File: src/rtl/sid_audio_pkg.sv
// Shared defaults for the SID PWM audio output stage.
// Build option: define SID_PWM_NOISE_SHAPE_EN to carry truncated LSBs between frames.
package sid_audio_pkg;

   // Default input sample width (unsigned, offset-binary)
   localparam int IN_W_DEF  = 10;
   // Default PWM resolution; a frame is 2^PWM_W clocks
   localparam int PWM_W_DEF = 8;
   // Bits dropped when reducing a sample to a duty value
   localparam int FRAC_W    = IN_W_DEF - PWM_W_DEF;
   // Largest duty value: high for all but one clock of the frame
   localparam int DUTY_MAX  = (1 << PWM_W_DEF) - 1;

endpackage

File: src/rtl/sid_pwm_quantizer.sv
// Reduces a buffered sample to a PWM duty value.
// Build option SID_PWM_NOISE_SHAPE_EN: add the previous frame's truncation error
// before truncating, saturating at full scale; otherwise plain truncation.
module sid_pwm_quantizer #(
   parameter int IN_W  = 10,
   parameter int PWM_W = 8,
   parameter int ERR_W = 2
) (
   input  logic [IN_W-1:0]  i_buf,
   input  logic [ERR_W-1:0] i_err,
   output logic [PWM_W-1:0] o_duty,
   output logic [ERR_W-1:0] o_err_next
);

   localparam int FRAC_W_Q = IN_W - PWM_W;

`ifdef SID_PWM_NOISE_SHAPE_EN
   logic [IN_W:0] w_sum;

   // Error-feedback truncation; an overflow clamps the duty and discards the error
   always_comb begin
      w_sum      = {1'b0, i_buf} + {{(IN_W + 1 - ERR_W){1'b0}}, i_err};
      o_duty     = w_sum[IN_W-1:FRAC_W_Q];
      o_err_next = w_sum[FRAC_W_Q-1:0];
      if (w_sum[IN_W]) begin
         o_duty     = '1;
         o_err_next = '0;
      end
   end
`else
   logic w_unused;

   // Plain truncation to the top PWM_W bits; error stays zero
   assign o_duty     = i_buf[IN_W-1 -: PWM_W];
   assign o_err_next = '0;
   assign w_unused   = ^{i_err, i_buf};
`endif

endmodule

File: src/rtl/sid_pwm_audio_out.sv
// SID audio output stage: one-entry sample buffer feeding a free-running PWM.
// Build option SID_PWM_NOISE_SHAPE_EN (in sid_pwm_quantizer) enables noise shaping.
module sid_pwm_audio_out
   import sid_audio_pkg::*;
#(
   parameter int IN_W  = IN_W_DEF,
   parameter int PWM_W = PWM_W_DEF
) (
   input  logic            clk,
   input  logic            rst,
   input  logic            ena,
   input  logic [IN_W-1:0] sample_in,
   input  logic            sample_valid,
   output logic            sample_ready,
   input  logic            clr_underrun,
   output logic            pwm_out,
   output logic            frame_strobe,
   output logic            underrun
);

   localparam int Q_FRAC_W = IN_W - PWM_W;
   localparam int Q_ERR_W  = (Q_FRAC_W > 0) ? Q_FRAC_W : 1;

   logic [PWM_W-1:0]   r_cnt;
   logic [PWM_W-1:0]   r_duty;
   logic [Q_ERR_W-1:0] r_err;
   logic [IN_W-1:0]    r_buf;
   logic               r_buf_full;
   logic               r_pwm;
   logic               r_strobe;
   logic               r_underrun;

   logic               w_load;
   logic               w_accept;
   logic [PWM_W-1:0]   w_duty_next;
   logic [Q_ERR_W-1:0] w_err_next;

   // Frame boundary is the last count of the frame; buffer state is taken before this edge
   assign w_load       = ena & (r_cnt == {PWM_W{1'b1}});
   assign sample_ready = ~rst & ena & ~r_buf_full;
   assign w_accept     = sample_valid & sample_ready;

   sid_pwm_quantizer #(
      .IN_W  (IN_W),
      .PWM_W (PWM_W),
      .ERR_W (Q_ERR_W)
   ) u_quant (
      .i_buf      (r_buf),
      .i_err      (r_err),
      .o_duty     (w_duty_next),
      .o_err_next (w_err_next)
   );

   // Frame counter, registered comparator output and frame-start strobe
   always_ff @(posedge clk) begin
      if (rst) begin
         r_cnt    <= '0;
         r_pwm    <= 1'b0;
         r_strobe <= 1'b0;
      end else begin
         if (ena) r_cnt <= r_cnt + 1'b1;
         r_pwm    <= ena & (r_cnt < r_duty);
         r_strobe <= w_load;
      end
   end

   // Sample buffer and per-frame duty/error load; a load with an empty buffer keeps the old duty
   always_ff @(posedge clk) begin
      if (rst) begin
         r_buf      <= '0;
         r_buf_full <= 1'b0;
         r_duty     <= '0;
         r_err      <= '0;
      end else begin
         if (w_load && r_buf_full) begin
            r_duty     <= w_duty_next;
            r_err      <= w_err_next;
            r_buf_full <= 1'b0;
         end
         // Acceptance is only possible with the buffer empty, so it never races a load
         if (w_accept) begin
            r_buf      <= sample_in;
            r_buf_full <= 1'b1;
         end
      end
   end

   // Sticky underrun flag; a set in the same cycle as a clear takes priority
   always_ff @(posedge clk) begin
      if (rst) begin
         r_underrun <= 1'b0;
      end else begin
         if (clr_underrun) r_underrun <= 1'b0;
         if (w_load && !r_buf_full) r_underrun <= 1'b1;
      end
   end

   assign pwm_out      = r_pwm;
   assign frame_strobe = r_strobe;
   assign underrun     = r_underrun;

endmodule
File: config.mk
export PLATFORM = sky130hd
export DESIGN_NAME = sid_pwm_audio_out
export DESIGN_NICKNAME = d
export VERILOG_FILES = /design/src/rtl/sid_audio_pkg.sv /design/src/rtl/sid_pwm_quantizer.sv /design/src/rtl/sid_pwm_audio_out.sv
export SDC_FILE = /design/constraint.sdc
export NUM_CORES = 1
export LEC_CHECK = 0
export CAP_MARGIN = 20
export CORE_MARGIN = 2
export CORE_UTILIZATION = 56
export DETAILED_ROUTE_END_ITERATION = 7
export PLACE_DENSITY_LB_ADDON = 0.1
export SETUP_SLACK_MARGIN = 0.15
export SLEW_MARGIN = 40
export SYNTH_ARGS = -nofsm -noshare
export SYNTH_HDL_FRONTEND = slang
export SYNTH_HIERARCHICAL = 1
export SYNTH_SLANG_ARGS = --single-unit
export TNS_END_PERCENT = 30
File: constraint.sdc
create_clock -name clk -period 2.8 [get_ports clk]
set_input_delay 0.42 -clock clk [delete_from_list [all_inputs] [get_ports clk]]
set_output_delay 0.42 -clock clk [all_outputs]
set_load 0.01 [all_outputs]
==> impl_metrics.ini, run 1 <==
[global_routing]
grt_pass1_vias = 935
grt_usage_pct = 18.8
grt-ovfl-total = 0
grt_pass1_wl_um = 3950
grt_max_degree = 39
antenna_found_initial = 0

[critical_path]
arrival_ns = 1.63
startpoint_type = primary input
required_ns = 2.38
crit_path_max_fanout = 2
r2r_setup_slack_ns = 1.25
path_class = in -> out
max_stage_delay_ns = 0.56
cp_slowest_cell = clkdlybuf4s50_1
cp_top_family = buffers and inverters
worst-path-buf-inv = 2
crit_chain = clkdlybuf4s50_1 > nor3b_1 > clkdlybuf4s50_1
endpoint_kind = output pin
cpMostUsedCell = clkdlybuf4s50_1

[clock_network]
cts_hold_buf = 0
cts.path.max_buffers = 2
cts.repair.resized = 0
cts_tree = yes
clk_latency_ns = 0.32
cts_root_buffer = clkbuf_4
cts.sinks = 28
cts.reportedPaths.clkPinSlew_ns = 0.15
postCtsSetupRepairBufs = 0
cts_max_level = 1
cts_buffers = 3

[placed_design]
pre_cts_slack_ns = 0.752
port_buffers = 16
placed_cells = 189
gp_congestion = 0.810
post_dp_cell_area_um2 = 1500
dpl.hpwl_um = 1700

[floorplan]
die_h_um = 53.6
core-area_um2 = 2280
die_w_um = 53.6
pin_count = 19
die_area_um2 = 2870
rows = 17
start_util_pct = 60.5

[finish]
area_growth_pct = 11.4
final_area_um2 = 1530
post-route-util_pct = 67.4
drive_gt1_share_pct = 5.45
final_nets = 189
final_common_cell = dfxtp_1
final_cell_mix = dfxtp_1, nand2_1, nand2b_1
final_cells = 193
nFillCells = 193
diodes = 0

[timing]
fin_skew_ns = 0.00713
fin_crit_sh_pct = 73.3
final-setup-viol-count = 0
worst_pin_slew_ns = 0.383
min_period_ns = 2.05
worst_slack_ns = 0.747
hold_viol = 0
max_freq_mhz = 487
whs_ns = 0.465
slew_headroom_pct = 74.3
final.setup.tns_ns = 0
final-max-slew-violation-count = 0
grt_setup_unrepaired = no

[outcome]
status = complete, no violations

[drt]
route.detailed.drc = 0
wirelength_um = 2280
viasPerCell = 5.18
ant_nets = 0
dr.pass1.iters = 3
num_vias = 999
drtIter0Drc = 7
wl_per_cell_um = 11.8

[logic_synthesis]
netlist_instances = 158
synth-warning-count = 6
syn_avg_cell_area_um2 = 8.72
syn-cell-area_um2 = 1380
synth_nets = 181

[flow_run]
drv_cap = 0

[min_path]
hp-class = reg -> reg

[power]
vdd_ir_drop_max_mv = 0.327
fin_total_pwr_mw = 0.668
cellPowerDensity_nw_per_um2 = 435
p_leak_nw = 0.526
==> path summary, 6_finish.rpt <==
check	from	end	cells after the start
max	ena	sample_ready	3
min reg2reg	r_buf[9]$_SDFFE_PP0P_	r_buf[9]$_SDFFE_PP0P_	2
min	r_buf[9]$_SDFFE_PP0P_	r_buf[9]$_SDFFE_PP0P_	2
max reg2reg	r_cnt[0]$_SDFFE_PP0P_	r_duty[7]$_SDFFE_PP0P_	5
==> state kept, by name (all words and copies together), names as in the netlist <==
name          cells
r_buf_full        1
r_duty            8
r_cnt             8
underrun          1
r_buf             8
pwm_out           1
frame_strobe      1
==> per-layer routing <==
metal	track usage, %	part of all wire [%]	vias up
met4	6.41	0.61	0
met3	2.78	2.5	2
met2	30.9	47	12
li1	-	-	535
met5	0	0	-
met1	25.3	50	450
==> power breakdown <==
part / total, mW / switching (mW) / internal [mW] / leakage (nW)
Sequential: 0.414 / 0.00741 / 0.407 / 0.227
Clock: 0.194 / 0.115 / 0.0795 / 0.0210
Combinational: 0.0594 / 0.0241 / 0.0353 / 0.278
==> tightest hold or removal path, delay by kind of cell, from the launching register on <==
family / cells / cell delay [ns]
DFF: 1 / 0.34
and+or+nand+nor: 1 / 0.05
AOI/OAI and AO/OA: 1 / 0.05
==> final cells by class <==
cell class / instances / area (um2) / area share (%)
timing repair buffer: 20 / 190 / 12.4
multi-input combinational: 104 / 678 / 44.2
tap: 28 / 35.0 / 2.28
clock buffer: 4 / 36.3 / 2.37
sequential: 28 / 561 / 36.5
inverter: 9 / 33.8 / 2.20
No activity file was read; power rests on OpenSTA's default activity.
==> run 2: changes to the inputs <==
- CORE_UTILIZATION: 56 -> 54
- clock period: 2.8 -> 2 ns (I/O delays scaled with it)
==> impl_metrics.ini, run 2 (same netlist as run 1, synthesis figures left out) <==
[placed_design]
port_buffers = 16
dpl.hpwl_um = 1690
gp_congestion = 0.692
pre_cts_slack_ns = 0.139
post_dp_cell_area_um2 = 1500

[drt]
viasPerCell = 5.15
ant_nets = 0
route.detailed.drc = 0
drtIter0Drc = 16
dr.pass1.iters = 6
wirelength_um = 2300
num_vias = 1004
wl_per_cell_um = 11.8

[critical_path]
crit_chain = ha_1 > nand4_1 > nor3_1 > buf_4 > mux2i_1
cp_top_family = flip-flops
arrival_ns = 1.87
worst-path-buf-inv = 1
startpoint_type = flop
crit_path_max_fanout = 8
max_stage_delay_ns = 0.44
cp_slowest_cell = dfxtp_1
path_class = reg -> reg
required_ns = 2.25
endpoint_kind = flop

[finish]
final_area_um2 = 1540
final_common_cell = dfxtp_1
reg.largest.list = r_buf (8), r_cnt (8), r_duty (8)
drive_gt1_share_pct = 5.45
area_growth_pct = 11.7
diodes = 0
multi_input_area_um2 = 678
regArea_um2 = 561
final_cell_mix = dfxtp_1, nand2_1, nand2b_1
nFillCells = 222
final_nets = 189

[timing]
final-max-slew-violation-count = 0
worst_slack_ns = 0.388
hold_viol = 0
fin_skew_ns = 0.00824
final-setup-viol-count = 0
grt_setup_unrepaired = no
max_freq_mhz = 620
fin_crit_sh_pct = 80.6
worst_pin_slew_ns = 0.364
min_period_ns = 1.61
slew_headroom_pct = 75.6
whs_ns = 0.465
final.setup.tns_ns = 0

[clock_network]
cts_buffers = 3
cts_hold_buf = 0
cts_max_level = 1
cts_tree = yes
cts.path.max_buffers = 2
cts_root_buffer = clkbuf_4
clk_latency_ns = 0.33
cts.reportedPaths.clkPinSlew_ns = 0.15
cts.sinks = 28

[global_routing]
grt_usage_pct = 18.2
grt_pass1_vias = 926
grt_pass1_wl_um = 3910
grt-ovfl-total = 0
grt_max_degree = 39
antenna_found_initial = 0

[floorplan]
start_util_pct = 56.1
core-area_um2 = 2450
die_area_um2 = 2970
die_w_um = 54.5
die_h_um = 54.5
pin_count = 19
rows = 18

[power]
vdd_ir_drop_max_mv = 0.571
cellPowerDensity_nw_per_um2 = 611
fin_total_pwr_mw = 0.941
p_leak_nw = 0.540

[outcome]
status = complete, no violations

[min_path]
hp-class = reg -> reg

[flow_run]
drv_cap = 0
## run 2: cell count changes in the layout (fill, tap and decap cells not counted), sizes merged
cell           change
clkdlybuf4s50      -1
dlymetal6s2s       +1
## run 2: area by class of cell
type,count,share of cell area [%]
inverter,9,2.20
multi-input combinational,104,44.1
timing repair buffer,20,12.5
clock buffer,4,2.36
sequential,28,36.4
tap,30,2.44
## run 2: worst min-delay path, cell delays in order, from the launching register on
cell     delay (ns)
dfxtp_1        0.34
nand2_1        0.05
a21oi_1        0.05
## run 2: metal layers
metal	GRT usage, %	vias to the layer above	routed length (um)
li1	-	537	-
met1	21.5	450	1120
met2	33.3	15	1100
met3	3.28	2	60
met4	5.00	0	19
met5	0	-	0
## run 2: final timing paths
path                          from                     end  slack, ns  depth (start not counted)
max          r_cnt[0]$_SDFFE_PP0P_  r_duty[5]$_SDFFE_PP0P_       0.39                          5
min          r_buf[8]$_SDFFE_PP0P_   r_buf[8]$_SDFFE_PP0P_       0.46                          2
max reg2reg  r_cnt[0]$_SDFFE_PP0P_  r_duty[5]$_SDFFE_PP0P_       0.39                          5
min reg2reg  r_buf[8]$_SDFFE_PP0P_   r_buf[8]$_SDFFE_PP0P_       0.46                          2
## run 2: power breakdown
group	switching (mW)	leakage [nW]	total, mW	internal, mW
sequential	0.0106	0.227	0.580	0.569
combinational	0.0342	0.292	0.0832	0.0490
clock	0.166	0.0210	0.277	0.111
total	0.211	0.540	0.941	0.730
## run 2: through the flow
step,utilization (%),std cells
finish,62.7,195
global route,62.7,195
CTS,62.6,195
detailed placement,61.1,191
global placement,61.1,191
floorplan,-,158
## run 2: timing repair
action / 4_1_cts / 5_1_grt
endpoints found under the setup margin: 0 / 1
hold endpoints to repair: 0 / 0
buffers inserted: 0 / 0
gates resized for setup: 0 / 1
